`config.mk`:
```
export PLATFORM = sky130hd
export DESIGN_NAME = hazard_ctrl
export DESIGN_NICKNAME = d
export VERILOG_FILES = /design/src/rtl/core_pkg.sv /design/src/rtl/hazard_fwd_unit.sv /design/src/rtl/hazard_ctrl.sv
export SDC_FILE = /design/constraint.sdc
export NUM_CORES = 1
export LEC_CHECK = 0
export CORE_ASPECT_RATIO = 1.5
export CORE_MARGIN = 2
export CORE_UTILIZATION = 39
export CTS_BUF_LIST = sky130_fd_sc_hd__clkbuf_8
export CTS_CLUSTER_DIAMETER = 100
export DETAILED_ROUTE_END_ITERATION = 12
export PLACE_DENSITY_LB_ADDON = 0.08
export SLEW_MARGIN = 20
export SYNTH_ARGS = -nofsm -noshare
export SYNTH_HDL_FRONTEND = slang
export SYNTH_HIERARCHICAL = 1
export SYNTH_SLANG_ARGS = --single-unit
```
`constraint.sdc`:
```
create_clock -name clk_i -period 2.7 [get_ports clk_i]
set_input_delay 0.54 -clock clk_i [delete_from_list [all_inputs] [get_ports clk_i]]
set_output_delay 0.54 -clock clk_i [all_outputs]
set_load 0.03 [all_outputs]
```
`src/rtl/core_pkg.sv`:
```
// Shared core definitions: base opcodes, forwarding select encoding,
// hazard controller FSM states and the ID-stage rs usage decode.
package core_pkg;

   localparam logic [6:0] RXX   = 7'b0110011;
   localparam logic [6:0] IXX   = 7'b0010011;
   localparam logic [6:0] BXX   = 7'b1100011;
   localparam logic [6:0] LUI   = 7'b0110111;
   localparam logic [6:0] AUIPC = 7'b0010111;
   localparam logic [6:0] JAL   = 7'b1101111;
   localparam logic [6:0] JALR  = 7'b1100111;
   localparam logic [6:0] LXX   = 7'b0000011;
   localparam logic [6:0] SXX   = 7'b0100011;

   typedef enum logic [1:0] {
      FWD_RF    = 2'b00,
      FWD_EXMEM = 2'b01,
      FWD_MEMWB = 2'b10
   } fwd_sel_t;

   typedef enum logic [1:0] {
      RUN      = 2'b00,
      MEM_WAIT = 2'b01,
      ERR      = 2'b10
   } hz_state_t;

   typedef struct packed {
      logic rs1;
      logic rs2;
   } rs_use_t;

   // Which source registers the instruction actually reads; immediate-only
   // formats carry immediate bits in the rs fields and must not match.
   function automatic rs_use_t rs_usage(input logic [6:0] opcode);
      rs_use_t u;
      u = '0;
      case (opcode)
         RXX, BXX, SXX: begin
            u.rs1 = 1'b1;
            u.rs2 = 1'b1;
         end
         IXX, LXX, JALR: u.rs1 = 1'b1;
         default: ;
      endcase
      return u;
   endfunction

endpackage

```
`src/rtl/hazard_fwd_unit.sv`:
```
// Forwarding select for one EX operand.
module hazard_fwd_unit
   import core_pkg::*;
(
   input  logic [4:0] i_ex_rs,
   input  logic [4:0] i_mem_rd,
   input  logic       i_mem_reg_write,
   input  logic [4:0] i_wb_rd,
   input  logic       i_wb_reg_write,
   output fwd_sel_t   o_fwd_sel
);

   logic w_mem_hit;
   logic w_wb_hit;

   assign w_mem_hit = i_mem_reg_write && (i_mem_rd != 5'd0) && (i_mem_rd == i_ex_rs);
   assign w_wb_hit  = i_wb_reg_write  && (i_wb_rd  != 5'd0) && (i_wb_rd  == i_ex_rs);

   // EX/MEM holds the younger result, so it wins over MEM/WB
   always_comb begin
      o_fwd_sel = FWD_RF;
      if (w_mem_hit)
         o_fwd_sel = FWD_EXMEM;
      else if (w_wb_hit)
         o_fwd_sel = FWD_MEMWB;
   end

endmodule

```
`src/rtl/hazard_ctrl.sv`:
```
// Pipeline hazard controller: load-use stall, redirect flush, dmem wait
// freeze with timeout, EX operand forwarding.
// Optional macro HAZARD_PERF_CNT_EN enables the saturating perf counters;
// without it the counter ports are tied to zero.
module hazard_ctrl
   import core_pkg::*;
#(
   parameter int unsigned MEM_TIMEOUT = 16,
   parameter int unsigned CNT_W       = 32
) (
   input  logic             clk_i,
   input  logic             reset_i,
   input  logic [31:0]      id_instr_i,
   input  logic [4:0]       ex_rs1_i,
   input  logic [4:0]       ex_rs2_i,
   input  logic [4:0]       ex_rd_i,
   input  logic             ex_mem_read_i,
   input  logic             ex_redirect_i,
   input  logic [4:0]       mem_rd_i,
   input  logic             mem_reg_write_i,
   input  logic             mem_access_i,
   input  logic             dmem_ready_i,
   input  logic [4:0]       wb_rd_i,
   input  logic             wb_reg_write_i,
   output logic             pc_stall_o,
   output logic             if_id_stall_o,
   output logic             if_id_flush_o,
   output logic             id_ex_flush_o,
   output logic             ex_mem_stall_o,
   output logic [1:0]       fwd_a_o,
   output logic [1:0]       fwd_b_o,
   output logic             err_o,
   output logic [CNT_W-1:0] stall_cnt_o,
   output logic [CNT_W-1:0] flush_cnt_o,
   output logic [CNT_W-1:0] wait_cnt_o
);

   hz_state_t   r_state, w_next;
   logic [31:0] r_wait_cnt, w_wait_cnt_next, w_wait_inc;
   rs_use_t     w_use;
   logic        w_load_use, w_waiting, w_timeout;
   logic        w_stall_evt, w_flush_evt, w_wait_evt;
   fwd_sel_t    w_fwd_a, w_fwd_b;
   logic        w_unused_instr;

   assign w_unused_instr = ^{id_instr_i[31:25], id_instr_i[14:7]};

   assign w_use      = rs_usage(id_instr_i[6:0]);
   assign w_load_use = ex_mem_read_i && (ex_rd_i != 5'd0) &&
                       ((w_use.rs1 && (ex_rd_i == id_instr_i[19:15])) ||
                        (w_use.rs2 && (ex_rd_i == id_instr_i[24:20])));

   // In MEM_WAIT the access is still outstanding, so only ready matters
   assign w_waiting  = (r_state == MEM_WAIT) ? ~dmem_ready_i : (mem_access_i & ~dmem_ready_i);
   assign w_wait_inc = ((r_state == MEM_WAIT) ? r_wait_cnt : 32'd0) + 32'd1;
   assign w_timeout  = (MEM_TIMEOUT != 0) && (w_wait_inc == MEM_TIMEOUT);

   // State and wait-counter register
   always_ff @(posedge clk_i or posedge reset_i) begin
      if (reset_i) begin
         r_state    <= RUN;
         r_wait_cnt <= '0;
      end else begin
         r_state    <= w_next;
         r_wait_cnt <= w_wait_cnt_next;
      end
   end

   // Next state and control outputs; a MEM_WAIT release cycle is handled
   // exactly like RUN, so a redirect/load-use held in EX acts at release
   always_comb begin
      w_next          = r_state;
      w_wait_cnt_next = r_wait_cnt;
      pc_stall_o      = 1'b0;
      if_id_stall_o   = 1'b0;
      if_id_flush_o   = 1'b0;
      id_ex_flush_o   = 1'b0;
      ex_mem_stall_o  = 1'b0;
      err_o           = 1'b0;
      w_stall_evt     = 1'b0;
      w_flush_evt     = 1'b0;
      w_wait_evt      = 1'b0;
      if (!reset_i) begin
         case (r_state)
            ERR: begin
               pc_stall_o     = 1'b1;
               if_id_stall_o  = 1'b1;
               ex_mem_stall_o = 1'b1;
               err_o          = 1'b1;
            end
            default: begin
               if (w_waiting) begin
                  pc_stall_o      = 1'b1;
                  if_id_stall_o   = 1'b1;
                  ex_mem_stall_o  = 1'b1;
                  w_wait_evt      = 1'b1;
                  w_wait_cnt_next = w_wait_inc;
                  w_next          = w_timeout ? ERR : MEM_WAIT;
               end else begin
                  w_wait_cnt_next = '0;
                  w_next          = RUN;
                  if (ex_redirect_i) begin
                     if_id_flush_o = 1'b1;
                     id_ex_flush_o = 1'b1;
                     w_flush_evt   = 1'b1;
                  end else if (w_load_use) begin
                     pc_stall_o    = 1'b1;
                     if_id_stall_o = 1'b1;
                     id_ex_flush_o = 1'b1;
                     w_stall_evt   = 1'b1;
                  end
               end
            end
         endcase
      end
   end

   hazard_fwd_unit u_fwd_a (
      .i_ex_rs        (ex_rs1_i),
      .i_mem_rd       (mem_rd_i),
      .i_mem_reg_write(mem_reg_write_i),
      .i_wb_rd        (wb_rd_i),
      .i_wb_reg_write (wb_reg_write_i),
      .o_fwd_sel      (w_fwd_a)
   );

   hazard_fwd_unit u_fwd_b (
      .i_ex_rs        (ex_rs2_i),
      .i_mem_rd       (mem_rd_i),
      .i_mem_reg_write(mem_reg_write_i),
      .i_wb_rd        (wb_rd_i),
      .i_wb_reg_write (wb_reg_write_i),
      .o_fwd_sel      (w_fwd_b)
   );

   assign fwd_a_o = w_fwd_a;
   assign fwd_b_o = w_fwd_b;

`ifdef HAZARD_PERF_CNT_EN
   logic [CNT_W-1:0] r_stall_cnt, r_flush_cnt, r_wait_perf;

   // Saturating event counters
   always_ff @(posedge clk_i or posedge reset_i) begin
      if (reset_i) begin
         r_stall_cnt <= '0;
         r_flush_cnt <= '0;
         r_wait_perf <= '0;
      end else begin
         if (w_stall_evt && (r_stall_cnt != '1)) r_stall_cnt <= r_stall_cnt + 1'b1;
         if (w_flush_evt && (r_flush_cnt != '1)) r_flush_cnt <= r_flush_cnt + 1'b1;
         if (w_wait_evt  && (r_wait_perf != '1)) r_wait_perf <= r_wait_perf + 1'b1;
      end
   end

   assign stall_cnt_o = r_stall_cnt;
   assign flush_cnt_o = r_flush_cnt;
   assign wait_cnt_o  = r_wait_perf;
`else
   logic w_unused_evt;
   assign w_unused_evt = ^{w_stall_evt, w_flush_evt, w_wait_evt};
   assign stall_cnt_o  = '0;
   assign flush_cnt_o  = '0;
   assign wait_cnt_o   = '0;
`endif

endmodule

```
Word level (Yosys, flattened, before mapping):

Cells that the tools add are included.

* RAM bits: 0
* ROM bits: 0
* latch bits: 0
* register bits after elaboration: 34
* memories kept: 0
* output and inout port bits: 106

* divide/modulo/power cells: 0
* reductions and logical operators: 17
* magnitude comparators: 0
* shifts and indexed selects: 0
* $mul: 0
* muxes and demuxes: 29
* add/subtract/negate cells: 1
* bitwise gates (word level): 4
* equal/unequal tests: 15

Operators by type and width (number)
* $mux 32: 2
* $add 32x1->32 const B: 1
* $eq 32x5->1 const B: 1
* $eq 5x5->1: 6
* $mux 1: 21
* $reduce_bool 5->1: 3
* $eq 7x6->1 const B: 2
* $eq 7x7->1 const B: 2
* $mux 2: 6
* $logic_and 1x1->1: 10
* $eq 7x2->1 const B: 1
* $eq 7x5->1 const B: 1
* $reduce_or 6->1: 1
* $not 1->1: 3
* $reduce_or 3->1: 1
* $eq 2x1->1 const B: 1
* $eq 2x2->1 const B: 1
* $reduce_and 2->1: 1
* $and 1x1->1: 1
* $logic_or 1x1->1: 1

Longest topological paths before layout:

* depth after elaboration: 11
* depth in mapped cells: 12
* depth with buffers taken out: 11

By module:

The synthesis kept the hierarchy.

By module, submodules not included
* hazard_ctrl: area an instance 3380.7 um2, times used 1, cells each 416, seq. area each 850.8 um2
* hazard_fwd_unit: area an instance 158.9 um2, times used 2, cells each 21, seq. area each 0.0 um2

Least setup slack after synthesis:

OpenSTA, ideal clock, no wires.

* kind: input to output
* start point: input port reset_i
* end point: output port id_ex_flush_o
* data arrival time: 2546 ps
* stages on the path: 4
* data required time: 2160 ps
* path buffers: 1
* path slack: -386 ps
* cells stage by stage: inv_1 > nand2_1 > clkbuf_1 > a211oi_1

* word-level cells in the longest chain between the ends: 1

RTL lines
* start: declaration: RTL line hazard_ctrl.sv:12 `input logic reset_i,`
* $mux 1: RTL line hazard_ctrl.sv:83 `if (!reset_i) begin`
* end: declaration: RTL line hazard_ctrl.sv:28 `output logic id_ex_flush_o,`

No other way between the ends.

Final worst setup path:

* start point: register r_state[1]
* end point: register r_state[1]

* word-level cells in the longest chain between the ends: 6
* elaborated cells on any way between the ends: 10
* those cells by class: 1 x add/sub; 3 x eq/ne; 4 x mux; 1 x bitwise; 1 x reduce/logical

RTL lines
* start: declaration: RTL line hazard_ctrl.sv:38 `hz_state_t r_state, w_next;`
* start signal: assignment: RTL line hazard_ctrl.sv:64 `r_state <= w_next;`
* $eq 2x1->1: RTL line hazard_ctrl.sv:54, hazard_ctrl.sv:55
* $mux 32: RTL line hazard_ctrl.sv:55 `assign w_wait_inc = ((r_state == MEM_WAIT) ? r_wait_cnt : 32'd0) + 32'd1;`
* $add 32x1->32: RTL line hazard_ctrl.sv:55
* $eq 32x5->1: RTL line hazard_ctrl.sv:56 `assign w_timeout = (MEM_TIMEOUT != 0) && (w_wait_inc == MEM_TIMEOUT);`
* $mux 2: RTL line hazard_ctrl.sv:98 `w_next = w_timeout ? ERR : MEM_WAIT;`
* $mux 2: RTL line hazard_ctrl.sv:92 `if (w_waiting) begin`

Several ways; a longest one is shown, not always the timed one.
A chain may end at the register's enable or synchronous reset.

==> out/qor.log <==
[floorplan] vertical die dimension 123.3 um
[setup_path] Setup Crit Path Kind flop to flop
[power] Pwr Density 320.4 nW/um2
[drt] routed wire length per instance 15.51 um
[power] Internal 0.9119 mW
[setup_path] reg2reg path depth 11
[timing] shortest period the worst path allows 2675 ps
[synthesis] Post-Synthesis Mean Instance Area 8.075 um2
[placement] RePlAce Congestion 0.8453
[power] Leakage 1.994 nW
[synthesis] number of synthesized flops with an enable pin 0
[power] relative contribution of combinational cells to total power 31.4%
[power] Net Switching 0.5246 mW
[clocking] clock transition at the registers of the reported paths 70 ps
[clocking] TritonCTS buffer count 5
[drt] aggregate routed wire length 10.30 mm
[clocking] root buf cell sky130_fd_sc_hd__clkbuf_8
[layout] fraction of layout instances using a drive strength above 1 18.84%
[hold_path] Worst Hold Depth 2
[drt] via count 3358
[clocking] total number of clock tree sinks 34
[synthesis] synthesized netlist cell count 458
[layout] core occupancy in the finished layout 48.45%
[synthesis] Syn Std Cell Area 3699 um2
[power] Pwr Total 1.437 mW
[setup_path] Crit path arrival time 2920 ps
[timing] setup repair after global routing missed its margin true
[synthesis] count of distinct cell types in the synthesized netlist 58
[placement] pre-CTS worst setup slack -201.6 ps
[timing] pins over their slew limit 0
[global_route] initial antenna violation count 0
[power] Max IR drop VDD 237.1 uV
[floorplan] die outline area 10290 um2
[setup_path] data required time of the worst path 2940 ps
[setup_path] nature of the critical path startpoint flop
[drt] routed vias/inst 5.057
[synthesis] synthesis-stage register bit count 34
[floorplan] Initial Util 39.97%
[flow_run] maximum capacitance violations 0
[synthesis] async set-reset flop share out of synthesis 100.0%
[floorplan] die width 83.51 um
[placement] cell area after placement 4259 um2
[timing] final worst-path cycle share 99.07%
[clocking] clock insertion delay at the later pin of the skew report 300 ps
[global_route] maximum number of pins on one net before global-route repair 35
[synthesis] sequential-to-total area share from yosys stat 23.00%
[layout] leading cell type in the layout, fill and taps excluded sky130_fd_sc_hd__conb_1
[power] fraction of power spent switching nets 36.52%
[global_route] via count of the first global-routing pass 3267
[layout] nets 617
[drt] initial drt markers 122
[timing] hold violation total from the final report 0
[layout] filler-free cell count of the finished design 664
[global_route] Global Route Usage Sum 19.52%
[floorplan] Site Rows 43
[layout] Layout Area Growth over Synthesis 21.21%
[power] portion of total power attributed to sequential cells 35.9%
[clocking] hold bufs inserted after CTS 0
[layout] Final Instance Area 4483 um2
[outcome] result of the run completed
[global_route] first-pass GRT wire length 15.90 mm
[drt] DRC violation count after routing 0
[layout] fill count 921
[placement] Port Buffer Count 59
[drt] TritonRoute pass-1 iters 4
[timing] skew final 8.772 ps
[placement] sum of net half-perimeters after detailed placement 8.049 mm
[placement] Cells after DPL 653
[clocking] CTS tree yes
[global_route] overflow left after global routing 0
[drt] number of nets still failing antenna checks after routing 0
[setup_path] highest fanout seen on the critical path 6
[hold_path] path class of the lowest-slack min-delay path flop to flop
[timing] final setup violation count 0
[power] part of the power in the clock network 32.7%
[timing] maximum frequency from static timing analysis 0.3738 GHz
[synthesis] synthesis warning total 6
[synthesis] most frequently used flop master after synthesis sky130_fd_sc_hd__dfrtp_1
[setup_path] Setup crit end kind flop
[floorplan] core area 9254 um2
[layout] Ant. Diodes 0
[layout] highest-count cells in the layout ignoring fill and taps sky130_fd_sc_hd__conb_1 (96), sky130_fd_sc_hd__buf_4 (54), sky130_fd_sc_hd__nand2_1 (43)
[timing] final setup margin 25.09 ps
[clocking] H-tree depth 2
[floorplan] # IOs 171
[clocking] number of buffers between clock root and the deepest sink 2
-- cell usage after synthesis, drive strengths merged, types with 2 or more instances --
master   instances  share of area, %
nand3           23               3.4
a21o             2              0.41
and2             4              0.68
a21oi            8               1.1
buf            108                22
nand2           44               4.5
a311oi           2              0.47
inv              3              0.30
nand4            8               1.9
xnor2           23               5.4
and4b            2              0.54
o2111ai          2              0.47
o311ai           2              0.47
a22o             7               1.7
o41ai            2              0.88
a211oi           3              0.88
and3            10               1.8
dfrtp           34                23
nand3b           2              0.41
nand2b           3              0.51
or3              3              0.68
nor2            22               2.3
o21a             2              0.41
clkbuf           8              0.85
nor3            20               3.2
nor2b            5              0.85
a31oi            6               1.0
nor3b            2              0.41
o21ai           45               6.1
xor2            16               3.8
and4             2              0.54
nor4            13               4.1
o31ai           14               2.8
-- through the flow --
step / TNS [ps] / hold slack, ps
finish: 0 / 501.7
global route: -430.2 / 532.3
CTS: 0 / 507.2
detailed placement: -694.4 / 490.6
global placement: -462.7 / 473.6
floorplan: 0 / 456.6
-- state kept, by name, summed over array words and instances (netlist names) --
register and flops:
r_wait_cnt 32, r_state 2
-- what timing repair did --
| item | 4_1_cts | 5_1_grt |
|---|---|---|
| endpoints found under the setup margin | 6 | 6 |
| buffers inserted | 1 | 2 |
| hold endpoints to repair | 0 | 0 |
| resized for setup | 18 | 15 |
| pin swaps | 6 | 9 |
-- logic make-up (layout without fill, tap and decap cells) --
group                      count (synthesis)  in the layout  share of synthesized area (%)
buffers and inverters                    120            119                          23.71
xor gates and xnor gates                  39             39                          9.235
DFF                                       34             34                          23.00
other                                      1             96                         0.1014
adders and majority gates                  1              1                         0.3382
and+or+nand+nor                          167            167                          26.73
AOI/OAI and AO/OA                         96             96                          16.88
-- worst max-delay path, stage by stage, from the launching register on --
cell                       delay [ps]
sky130_fd_sc_hd__dfrtp_1          410
sky130_fd_sc_hd__buf_4            140
sky130_fd_sc_hd__buf_4            160
sky130_fd_sc_hd__nand3b_1         230
sky130_fd_sc_hd__or3_4            460
sky130_fd_sc_hd__nor4_4           300
sky130_fd_sc_hd__xnor2_1          190
sky130_fd_sc_hd__a21o_1           180
sky130_fd_sc_hd__nand4_2          110
sky130_fd_sc_hd__nor4_2           150
sky130_fd_sc_hd__buf_4            170
sky130_fd_sc_hd__a22o_1           120
-- final timing paths --
path / end / start / slack (ps)
max reg2reg: r_state[1]$_DFFE_PP0P_ / r_state[1]$_DFFE_PP0P_ / 30
min in group asynchronous: r_wait_cnt[10]$_DFFE_PP0P_ / reset_i / 760
min reg2reg: r_wait_cnt[31]$_DFFE_PP0P_ / r_wait_cnt[31]$_DFFE_PP0P_ / 500
max: r_state[1]$_DFFE_PP0P_ / r_state[1]$_DFFE_PP0P_ / 30
max in group asynchronous: r_wait_cnt[11]$_DFFE_PP0P_ / reset_i / 1600
min: r_wait_cnt[31]$_DFFE_PP0P_ / r_wait_cnt[31]$_DFFE_PP0P_ / 500
-- power groups by stage --
stage | registers, mW | clock network (mW) | logic (mW)
5_1_grt | 0.516 | 0.503 | 0.481
4_1_cts | 0.516 | 0.489 | 0.442
3_3_place_gp | 0.525 | 0 | 0.442
3_5_place_dp | 0.525 | 0 | 0.443
6_report | 0.516 | 0.470 | 0.450
2_1_floorplan | 0.526 | 0 | 0.399
-- layer usage --
metal | wire length (um) | GRT usage [%]
met5 | 0 | 0
met4 | 463 | 11.19
met3 | 493 | 2.937
met2 | 5575 | 37.80
met1 | 3765 | 19.82
-- cell type report --
type,count,area [um2],share of cell area [%]
clock buffers,5,68.82,1.535
clock inverters,3,37.54,0.8373
inverters,3,15.01,0.3349
multi-input cells,399,2422,54.03
flip-flops and latches,34,850.8,18.98
well taps,112,140.1,3.126
repair buffers,108,948.4,21.16
Power figures use the tool's default switching activity.
